### src/rtl/dsm_sense_ctrl_pkg.sv
// dsm_sense_pkg: state encoding, default constants and result width shared by the sense controller
package dsm_sense_pkg;
    localparam int RES_W = 10;
    localparam int PH_W = 10;
    localparam int WINDOW_DEF = 512;
    localparam int TRIM_DEFAULT_DEF = 147;
    typedef enum logic [1:0] {IDLE, SETTLE, INTEG, HOLD} state_e;
endpackage

### src/rtl/dsm_sense_ctrl_if.sv
// dsm_sense_ctrl_if: host-side request and result handshake of the sense controller
interface dsm_sense_ctrl_if;
    import dsm_sense_pkg::*;
    logic start;
    logic [7:0] trim_code;
    logic [RES_W-1:0] threshold;
    logic result_ready;
    logic busy;
    logic [RES_W-1:0] result;
    logic result_valid;
    logic cell_state;
    modport master (
        output start, trim_code, threshold, result_ready,
        input  busy, result, result_valid, cell_state
    );
    modport slave (
        input  start, trim_code, threshold, result_ready,
        output busy, result, result_valid, cell_state
    );
endinterface

### src/rtl/dsm_ones_counter.sv
// dsm_ones_counter: counts modulator ones, count_o already includes this cycle's bit and saturates
module dsm_ones_counter
    import dsm_sense_pkg::*;
(
    input  logic             clk,
    input  logic             rst,
    input  logic             clear_i,
    input  logic             en_i,
    input  logic             bit_i,
    output logic [RES_W-1:0] count_o
);
    logic [RES_W:0] acc_q, acc_d;
    always_comb begin
        acc_d = clear_i ? '0 : acc_q + {{RES_W{1'b0}}, en_i & bit_i};
        count_o = acc_d[RES_W] ? '1 : acc_d[RES_W-1:0];
    end
    always_ff @(posedge clk) begin
        acc_q <= rst ? '0 : acc_d;
    end
endmodule

### src/rtl/dsm_sense_ctrl.sv
// dsm_sense_ctrl: sequences trim/row setup, DSM integration and result handshake.
// Defining DSM_SENSE_MARGIN_EN adds the threshold comparator driving cell_state.
module dsm_sense_ctrl
    import dsm_sense_pkg::*;
#(
    parameter int WINDOW       = WINDOW_DEF,
    parameter int SETTLE_CYC   = 6,
    parameter int TRIM_DEFAULT = TRIM_DEFAULT_DEF
) (
    input  logic             clk,
    input  logic             rst,
    dsm_sense_ctrl_if.slave  bus,
    input  logic             dsm_bit_i,
    output logic [7:0]       chrg_trim_o,
    output logic             row_sel_o,
    output logic             dsm_en_o
);
    state_e state_q, state_d;
    logic [PH_W-1:0] cnt_q, cnt_d;
    logic [7:0] trim_q, trim_d;
    logic [RES_W-1:0] res_q, res_d, count;
    logic cell_q, cell_d;
    dsm_ones_counter u_cnt (
        .clk     (clk),
        .rst     (rst),
        .clear_i (state_q == IDLE && bus.start),
        .en_i    (state_q == INTEG),
        .bit_i   (dsm_bit_i),
        .count_o (count)
    );
    always_comb begin
        state_d = state_q;
        trim_d = trim_q;
        res_d = res_q;
        cell_d = cell_q;
        case (state_q)
            IDLE: if (bus.start) begin
                state_d = SETTLE;
                trim_d = bus.trim_code;
            end
            SETTLE: if (cnt_q == PH_W'(SETTLE_CYC - 1)) state_d = INTEG;
            INTEG: if (cnt_q == PH_W'(WINDOW - 1)) begin
                state_d = HOLD;
                res_d = count;
`ifdef DSM_SENSE_MARGIN_EN
                cell_d = count < bus.threshold;
`endif
            end
            HOLD: if (bus.result_ready) begin
                state_d = IDLE;
                trim_d = 8'(TRIM_DEFAULT);
            end
            default: state_d = IDLE;
        endcase
        // phase counter restarts at 0 on every state change
        cnt_d = (state_d == state_q && (state_q == SETTLE || state_q == INTEG)) ? cnt_q + 1'b1 : '0;
    end
    always_ff @(posedge clk) begin
        if (rst) begin
            state_q <= IDLE;
            cnt_q <= '0;
            trim_q <= 8'(TRIM_DEFAULT);
            res_q <= '0;
            cell_q <= 1'b0;
        end else begin
            state_q <= state_d;
            cnt_q <= cnt_d;
            trim_q <= trim_d;
            res_q <= res_d;
            cell_q <= cell_d;
        end
    end
    assign chrg_trim_o = trim_q;
    assign row_sel_o = state_q == SETTLE || state_q == INTEG;
    assign dsm_en_o = state_q == INTEG;
    assign bus.busy = state_q != IDLE;
    assign bus.result = res_q;
    assign bus.result_valid = state_q == HOLD;
    assign bus.cell_state = cell_q;
endmodule

### src/flat_wrapper.sv
// flat-port wrapper written by rule: the top's interface ports become plain ports
module dsm_sense_ctrl_flat import dsm_sense_pkg::*;
#(
    parameter int WINDOW       = WINDOW_DEF,
    parameter int SETTLE_CYC   = 6,
    parameter int TRIM_DEFAULT = TRIM_DEFAULT_DEF
)
  (clk, rst, dsm_bit_i, chrg_trim_o, row_sel_o, dsm_en_o, bus_start, bus_trim_code, bus_threshold, bus_result_ready, bus_busy, bus_result, bus_result_valid, bus_cell_state);
  dsm_sense_ctrl_if bus_i ();
  input  logic clk;
  input  logic rst;
  input  logic dsm_bit_i;
  output logic [7:0] chrg_trim_o;
  output logic row_sel_o;
  output logic dsm_en_o;
  input wire logic [$bits(bus_i.start)-1:0] bus_start;
  input wire logic [$bits(bus_i.trim_code)-1:0] bus_trim_code;
  input wire logic [$bits(bus_i.threshold)-1:0] bus_threshold;
  input wire logic [$bits(bus_i.result_ready)-1:0] bus_result_ready;
  output wire logic [$bits(bus_i.busy)-1:0] bus_busy;
  output wire logic [$bits(bus_i.result)-1:0] bus_result;
  output wire logic [$bits(bus_i.result_valid)-1:0] bus_result_valid;
  output wire logic [$bits(bus_i.cell_state)-1:0] bus_cell_state;
  assign bus_i.start = bus_start;
  assign bus_i.trim_code = bus_trim_code;
  assign bus_i.threshold = bus_threshold;
  assign bus_i.result_ready = bus_result_ready;
  assign bus_busy = bus_i.busy;
  assign bus_result = bus_i.result;
  assign bus_result_valid = bus_i.result_valid;
  assign bus_cell_state = bus_i.cell_state;
  dsm_sense_ctrl #(.WINDOW(WINDOW), .SETTLE_CYC(SETTLE_CYC), .TRIM_DEFAULT(TRIM_DEFAULT)) u_core (.clk(clk), .rst(rst), .bus(bus_i), .dsm_bit_i(dsm_bit_i), .chrg_trim_o(chrg_trim_o), .row_sel_o(row_sel_o), .dsm_en_o(dsm_en_o));
endmodule
### config.mk
export PLATFORM = sky130hd
export DESIGN_NAME = dsm_sense_ctrl_flat
export DESIGN_NICKNAME = d
export VERILOG_FILES = /design/src/rtl/dsm_sense_ctrl_pkg.sv /design/src/rtl/dsm_sense_ctrl_if.sv /design/src/rtl/dsm_ones_counter.sv /design/src/rtl/dsm_sense_ctrl.sv /design/src/flat_wrapper.sv
export SDC_FILE = /design/constraint.sdc
export NUM_CORES = 1
export LEC_CHECK = 0
export CAP_MARGIN = 20
export CORE_MARGIN = 3
export CORE_UTILIZATION = 54
export DETAILED_ROUTE_END_ITERATION = 10
export HOLD_SLACK_MARGIN = 0.1
export PLACE_DENSITY = 0.85
export SLEW_MARGIN = 25
export SYNTH_ARGS = -nofsm -noshare
export SYNTH_HDL_FRONTEND = slang
export SYNTH_HIERARCHICAL = 1
export SYNTH_SLANG_ARGS = --single-unit
export TNS_END_PERCENT = 5
### constraint.sdc
create_clock -name clk -period 5.7 [get_ports clk]
set_input_delay 0.855 -clock clk [delete_from_list [all_inputs] [get_ports clk]]
set_output_delay 0.855 -clock clk [all_outputs]
set_load 0.01 [all_outputs]
==> run metrics, run 1 <==
Inst Count DP=294; Initial Util=0.586; crit path launch type=primary input; core area=3490 sq um; Post-synth EDFFs=0; CTS buffer count=5; total of max-cap violations=0; Slew HR=0.505; Cells after Synth=223; Final Cell Area=2530 sq um; syn nets=255; post-cts resize count=0; port bufs=34; most frequent cells in the layout=dfxtp_1 (41), nor2_1 (36), clkdlybuf4s50_1 (34); Post-route DRC=0; cts hold-fix bufs=0; post-synthesis sequential area ratio=0.401; H-tree Lvls=2; PwrDens=255 nW/um^2; dpl cell area=2400 sq um; YS warnings=6; count of cell types in the netlist=47; Post-CTS Setup Bufs=0; Post-DRT Antenna Nets=0; arrival time at the worst endpoint=3.43 ns; crit end category=flip-flop; result of the run=completed; vias in the first global route=1617; Clk Tree Root Cell=clkbuf_8; Post-DP HPWL=2910 microns; critical path fanouts, max=16; CTS tree=yes; Setup TNS Final=0 ns; Fmax=0.308 GHz; leakage=0.000975 uW; die extent in x=67.6 microns; routed wire length=4050 microns; Hold WS=0.494 ns; Yosys top cell area share=0.401; Top-Level Pins=46; clk buf depth=2; ys flop type=dfxtp_1; worst-skew pair later-pin latency=0.30 ns; # setup viols final=0; largest cells by area after synthesis=dfxtp_1 (40%), nor2_1 (6.6%), mux2i_1 (6.4%); post-route minimum period=3.25 ns; Fin. Hold Viols=0; most common cell after layout, fill and taps aside=dfxtp_1; First-pass DRT Iterations=4; pin count of the biggest net entering global routing=24; unrepaired setup endpoints after global routing=no; clock-pin transition on the worst setup and hold timing paths=0.08 ns; Layout Nets=287; critical path class=primary input to flip-flop; share of layout cells above drive strength 1=0.113; Layout Cells excl Fill=302; area of the die=4570 sq um; worst-path cell with the longest stage delay=mux2i_2; crit share post-route=0.570; Final Wtd Congestion=0.787; HP Class=flip-flop to flip-flop; Mean Syn Cell Area=9.18 sq um; FP Rows=21; WP data required=5.88 ns; CTS Sinks=41; antenna violations before repair=0; Routed wire per std cell=13.4 microns; Starting DRT DRC Count=101; Slew @ Worst Pin=0.728 ns; Post-Syn Area=2050 sq um; Final Max Tran Viols=0; total congestion overflow=0; clock skew=0.0140 ns; total track usage=0.192; synthesis-stage register bit count=41; Cell Chain, Critical Path=clkdlybuf4s50_1 > nand2_1 > inv_1 > and2b_1 > mux2i_2 > o21ai_0 > mux2i_1 > nor2_1; fillcell total=269; largest area contributor in the netlist=dfxtp_1; Core Util, Final=0.725; Vias/cell=5.48; Die H=67.6 microns; ANT cells=0; first-pass GRT wire length=6780 microns; vias after detailed routing=1654; area grow syn2layout=23.8%; peak supply drop=185 uV; slowest cell delay on critical path=0.59 ns; asr flop ratio synth=0
## cells by family (layout without fill, tap and decap cells)
family | Yosys count | count (layout) | share of synthesized area
XOR/XNOR | 14 | 14 | 0.0599
other | 1 | 1 | 0.00183
AND/OR/NAND/NOR | 103 | 103 | 0.281
adder cells (fa/ha/maj) | 9 | 9 | 0.0550
multiplexers | 13 | 13 | 0.0635
AO/OA/AOI/OAI | 24 | 24 | 0.0922
flip-flops | 41 | 41 | 0.401
buffers and inverters | 18 | 51 | 0.0458
## per-stage QoR
step | total power (uW) | setup slack [ns]
final | 645 | 2.45
after detailed placement | 371 | 2.16
after global placement | 370 | 1.89
after CTS | 651 | 2.44
after floorplan | 345 | 3.44
after global routing | 668 | 2.23
## per-layer routing
metal | routed length (microns) | vias up | global-route usage | part of all wire
li1 | - | 846 | - | -
met1 | 1920 | 776 | 0.236 | 0.47
met2 | 1950 | 28 | 0.322 | 0.48
met3 | 160 | 4 | 0.0566 | 0.039
met4 | 27 | 0 | 0.0557 | 0.0067
met5 | 0 | - | 0 | 0
## where the power goes
group          internal (uW)  leakage, uW  switching (uW)
Sequential               292     0.000332            4.27
Clock                    176    0.0000687             104
Combinational           31.9     0.000575            36.5
Total                    500     0.000975             145
## cells in the mapped netlist (all sizes together) (6+ instances only)
| cell type | instances |
|---|---|
| o21ai | 10 |
| dfxtp | 41 |
| nand3 | 7 |
| buf | 9 |
| nand2 | 10 |
| nor2 | 36 |
| inv | 7 |
| xor2 | 10 |
| nor4 | 12 |
| nor3 | 9 |
| mux2i | 13 |
| ha | 9 |
| nand4 | 6 |
## flip-flops by register name (all words and copies together), names as in the netlist
name	cells
u_core/bus.result	10
u_core/cnt_q	10
u_core/state_q	2
u_core/u_cnt/acc_q	11
u_core/chrg_trim_o	8
## worst max-delay path, delay by kind of cell
family	cells	cell delay, ns
AO/OA/AOI/OAI	1	0.19
AND/OR/NAND/NOR	3	0.58
buffers and inverters	2	1.01
multiplexers	2	0.77
## worst paths after layout
path,depth (start not counted),endpoint,slack (ns),startpoint
hold / removal,2,u_core/chrg_trim_o[3],0.49,u_core/chrg_trim_o[3]
setup reg to reg,9,u_core/bus.result[2],2.48,u_core/state_q[0]
hold reg to reg,2,u_core/chrg_trim_o[3],0.49,u_core/chrg_trim_o[3]
setup / recovery,8,u_core/bus.result[2],2.45,bus_start
## final cells by class
cell class | instances | area, sq um | area share
multi-input combinational | 164 | 1140 | 0.449
sequential | 41 | 821 | 0.324
timing repair buffer | 36 | 355 | 0.140
clock buffer | 5 | 68.8 | 0.0271
clock inverter | 3 | 68.8 | 0.0271
tap | 46 | 57.6 | 0.0227
inverter | 7 | 26.3 | 0.0104
Power figures use the tool's default switching activity.
==> run 2, diff against run 1 <==
--- a/config.mk
+++ b/config.mk
@@ -7,10 +7,10 @@
 export LEC_CHECK = 0
 export CAP_MARGIN = 20
 export CORE_MARGIN = 3
-export CORE_UTILIZATION = 54
+export CORE_UTILIZATION = 50
 export DETAILED_ROUTE_END_ITERATION = 10
 export HOLD_SLACK_MARGIN = 0.1
-export PLACE_DENSITY = 0.85
+export PLACE_DENSITY = 0.79
 export SLEW_MARGIN = 25
 export SYNTH_ARGS = -nofsm -noshare
 export SYNTH_HDL_FRONTEND = slang
==> constraint.sdc (replaced) <==
create_clock -name clk -period 3.1 [get_ports clk]
set_input_delay 0.465 -clock clk [delete_from_list [all_inputs] [get_ports clk]]
set_output_delay 0.465 -clock clk [all_outputs]
set_load 0.01 [all_outputs]
==> run metrics, run 2 (synthesis gave the netlist of run 1 again) <==
result of the run=completed; vias after detailed routing=1643; Post-CTS Setup Bufs=0; fillcell total=308; Post-route DRC=0; HP Start=u_core/bus.result[5]; Fmax=0.394 GHz; total congestion overflow=0; FP Rows=22; HP Class=flip-flop to flip-flop; Layout Nets=291; ANT cells=0; Starting DRT DRC Count=44; dpl cell area=2440 sq um; Clk Tree Root Cell=clkbuf_8; Final Cell Area=2580 sq um; critical path fanouts, max=9; CTS buffer count=5; CTS tree=yes; H-tree Lvls=2; total of max-cap violations=0; routed wire length=4150 microns; reg2reg setup slack=0.56 ns; Routed wire per std cell=13.5 microns; first-pass GRT wire length=6980 microns; post-cts resize count=0; core area=3800 sq um; vias in the first global route=1574; Crit Reg-Reg Startpoint=u_core/state_q[0]; Reg-to-Reg End=u_core/bus.result[2]; First-pass DRT Iterations=4; unrepaired setup endpoints after global routing=no; # setup viols final=0; Vias/cell=5.33; clock-pin transition on the worst setup and hold timing paths=0.09 ns; Fin. Hold Viols=0; most frequent cells in the layout=dfxtp_1 (41), nor2_1 (36), clkdlybuf4s50_1 (34); worst-skew pair later-pin latency=0.29 ns; peak supply drop=263 uV; critical path class=flip-flop to flip-flop; CTS Sinks=41; Setup TNS Final=0 ns; clk buf depth=2; pin count of the biggest net entering global routing=23; WHS Endpoint=u_core/bus.result[5]; crit share post-route=0.819; arrival time at the worst endpoint=2.72 ns; Top-Level Pins=46; crit path launch type=flip-flop; PwrDens=463 nW/um^2; port bufs=34; cts hold-fix bufs=0; leakage=0.00101 uW; WP data required=3.28 ns; area grow syn2layout=25.8%; die extent in x=70.0 microns; Post-DRT Antenna Nets=0; crit end category=flip-flop; max reg flops=11; Post-DP HPWL=2990 microns; R2R depth=11; Final Wtd Congestion=0.766; clock skew=0.0111 ns; most common cell after layout, fill and taps aside=dfxtp_1; Initial Util=0.539; total track usage=0.172; Final Max Tran Viols=0; share of layout cells above drive strength 1=0.123; Die H=70.0 microns; post-route minimum period=2.54 ns; area of the die=4900 sq um; hold-critical path depth=2; antenna violations before repair=0; Reg with most FFs=u_core/u_cnt/acc_q
run 2: cell count changes in the layout (fill, tap and decap cells not counted):
cell     delta
buf_12      +1
buf_4       +3
mux2i_1     +1
mux2i_2     -1
run 2: final cells by class:
cell class              instances  area [sq um]  area share
multi-input cells             164          1130       0.440
flip-flops and latches         41           821       0.319
repair buffers                 40           398       0.154
clock buffers                   5          68.8      0.0267
clock inverters                 3          68.8      0.0267
well taps                      48          60.1      0.0233
inverters                       7          26.3      0.0102
run 2: where the power goes:
part	internal, uW	switching [uW]	leakage (uW)
registers	537	8.01	0.000332
clock network	324	192	0.0000687
logic	61.8	68.8	0.000606
run 2: how the worst max path moves through the flow:
stage / to / cells past startpoint / start
finish: u_core/bus.result[2] / 11 / u_core/state_q[0]
global route: u_core/bus.result[2] / 11 / u_core/state_q[0]
CTS: u_core/bus.result[2] / 11 / u_core/state_q[0]
detailed placement: u_core/bus.result[2] / 10 / dsm_bit_i
global placement: u_core/bus.result[2] / 10 / dsm_bit_i
floorplan: u_core/bus.result[4] / 11 / u_core/state_q[0]
run 2: stage by stage:
step           total power (uW)  instances  setup WS (ns)  hold slack [ns]  utilization
2_1_floorplan               634        223          0.845            0.455            -
3_3_place_gp                685        300          0.559            0.471        0.642
3_5_place_dp                687        300          0.483            0.482        0.642
4_1_cts                    1200        308          0.553            0.501        0.678
5_1_grt                    1240        308          0.436            0.525        0.678
6_report                   1190        308          0.561            0.496        0.678
run 2: critical path: stages (launching register included):
cell     delay, ns
dfxtp_1       0.45
inv_1         0.16
ha_1          0.24
and2_1        0.17
ha_1          0.18
ha_1          0.25
nand4_2       0.10
mux2i_1       0.40
buf_12        0.19
o21ai_0       0.09
mux2i_1       0.16
nor2_1        0.05
run 2: routing by layer:
| metal | routed length, microns | global-route usage |
|---|---|---|
| met1 | 1980 | 0.227 |
| met2 | 2000 | 0.278 |
| met3 | 149 | 0.0460 |
| met4 | 19 | 0.0426 |
| met5 | 0 | 0 |
==> run 3, diff against run 2 <==
==> constraint.sdc (replaced) <==
create_clock -name clk -period 2.4 [get_ports clk]
set_input_delay 0.36 -clock clk [delete_from_list [all_inputs] [get_ports clk]]
set_output_delay 0.36 -clock clk [all_outputs]
set_load 0.01 [all_outputs]
==> run metrics, run 3 (synthesis gave the netlist of run 1 again) <==
pin count of the biggest net entering global routing=23; Post-DRT Antenna Nets=0; cts hold-fix bufs=0; Post-route DRC=0; leakage=0.00101 uW; clk buf depth=2; CTS tree=yes; WP data required=2.04 ns; first-pass GRT wire length=7230 microns; FP Rows=22; Reg with most FFs=u_core/u_cnt/acc_q; most frequent cells in the layout=dfxtp_1 (41), nor2_1 (36), clkdlybuf4s50_1 (34); PwrDens=527 nW/um^2; Routed wire per std cell=13.2 microns; CTS buffer count=5; ANT cells=0; CTS Sinks=41; Top-Level Pins=46; Post-CTS Setup Bufs=0; result of the run=completed; share of layout cells above drive strength 1=0.140; vias after detailed routing=1692; fillcell total=305; core area=3800 sq um; post-route minimum period=2.18 ns; critical path class=flip-flop to output port; First-pass DRT Iterations=4; crit path launch type=flip-flop; antenna violations before repair=0; power consumption=1350 uW; die extent in x=70.0 microns; arrival time at the worst endpoint=1.82 ns; clock skew=0.00744 ns; Post-DP HPWL=2980 microns; crit share post-route=0.909; area of the die=4900 sq um; Final Wtd Congestion=0.792; Fin. Hold Viols=0; Setup TNS Final=0 ns; unrepaired setup endpoints after global routing=no; total track usage=0.180; Die H=70.0 microns; post-cts resize count=0; Final Max Tran Viols=0; vias in the first global route=1646; Layout Nets=296; Clk Tree Root Cell=clkbuf_8; H-tree Lvls=2; critical path fanouts, max=10; most common cell after layout, fill and taps aside=dfxtp_1; peak supply drop=346 uV; port bufs=34; clock-pin transition on the worst setup and hold timing paths=0.08 ns; worst-skew pair later-pin latency=0.30 ns; Inst Count DP=305; routed wire length=4140 microns; total of max-cap violations=0; # setup viols final=0; Vias/cell=5.41; crit end category=output port; Starting DRT DRC Count=88; Fmax=0.458 GHz; area grow syn2layout=25.0%; max reg flops=11; HP Class=flip-flop to flip-flop; Layout Cells excl Fill=313; total congestion overflow=0; Initial Util=0.539
==> run 3: cell types whose count changed in the layout (fill, tap and decap cells not counted), sizes merged <==
| cell | previous run | this run |
|---|---|---|
| inv | 8 | 7 |
| buf | 6 | 11 |
| bufinv | 2 | 0 |
| clkbuf | 5 | 6 |
| clkinv | 0 | 2 |
==> run 3: worst paths after layout <==
path / from / to / slack (ns) / cells after the start
hold / removal: u_core/cnt_q[0] / u_core/cnt_q[0] / 0.50 / 1
setup reg to reg: u_core/state_q[0] / u_core/bus.result[6] / 0.24 / 11
setup / recovery: u_core/state_q[1] / bus_busy / 0.22 / 5
hold reg to reg: u_core/cnt_q[0] / u_core/cnt_q[0] / 0.50 / 1
==> run 3: final cells by class <==
class,count,area [sq um],share of cell area
inverters,7,26.3,0.0103
well taps,48,60.1,0.0235
multi-input cells,164,1130,0.443
clock buffers,6,82.6,0.0323
flip-flops and latches,41,821,0.321
clock inverters,2,13.8,0.00538
repair buffers,45,423,0.165
==> run 3: metal layers <==
| layer | up-vias | wire length (microns) | track usage |
|---|---|---|---|
| li1 | 855 | - | - |
| met1 | 798 | 1910 | 0.223 |
| met2 | 33 | 1980 | 0.301 |
| met3 | 6 | 182 | 0.0475 |
| met4 | 0 | 64 | 0.0638 |
| met5 | - | 0 | 0 |
==> run 3: report_power, final <==
group          switching [uW]  leakage, uW  internal (uW)
registers                8.09     0.000332            693
logic                    91.1     0.000623           85.9
clock network             239    0.0000512            233
total                     338      0.00101           1010
==> run 3: through the flow <==
stage	area [sq um]	hold WS, ns	utilization	worst slack, ns
after floorplan	2050	0.432	-	0.145
after global placement	2460	0.472	0.649	0.0626
after detailed placement	2460	0.482	0.649	0.0330
after CTS	2560	0.497	0.674	0.205
after global routing	2560	0.519	0.674	0.0313
final	2560	0.496	0.674	0.219
==> run 3: worst max-delay path: stages (launching register included) <==
cell,delay [ns]
dfxtp_1,0.45
inv_1,0.12
ha_1,0.20
buf_4,0.17
inv_1,0.06
clkdlybuf4s50_1,0.53
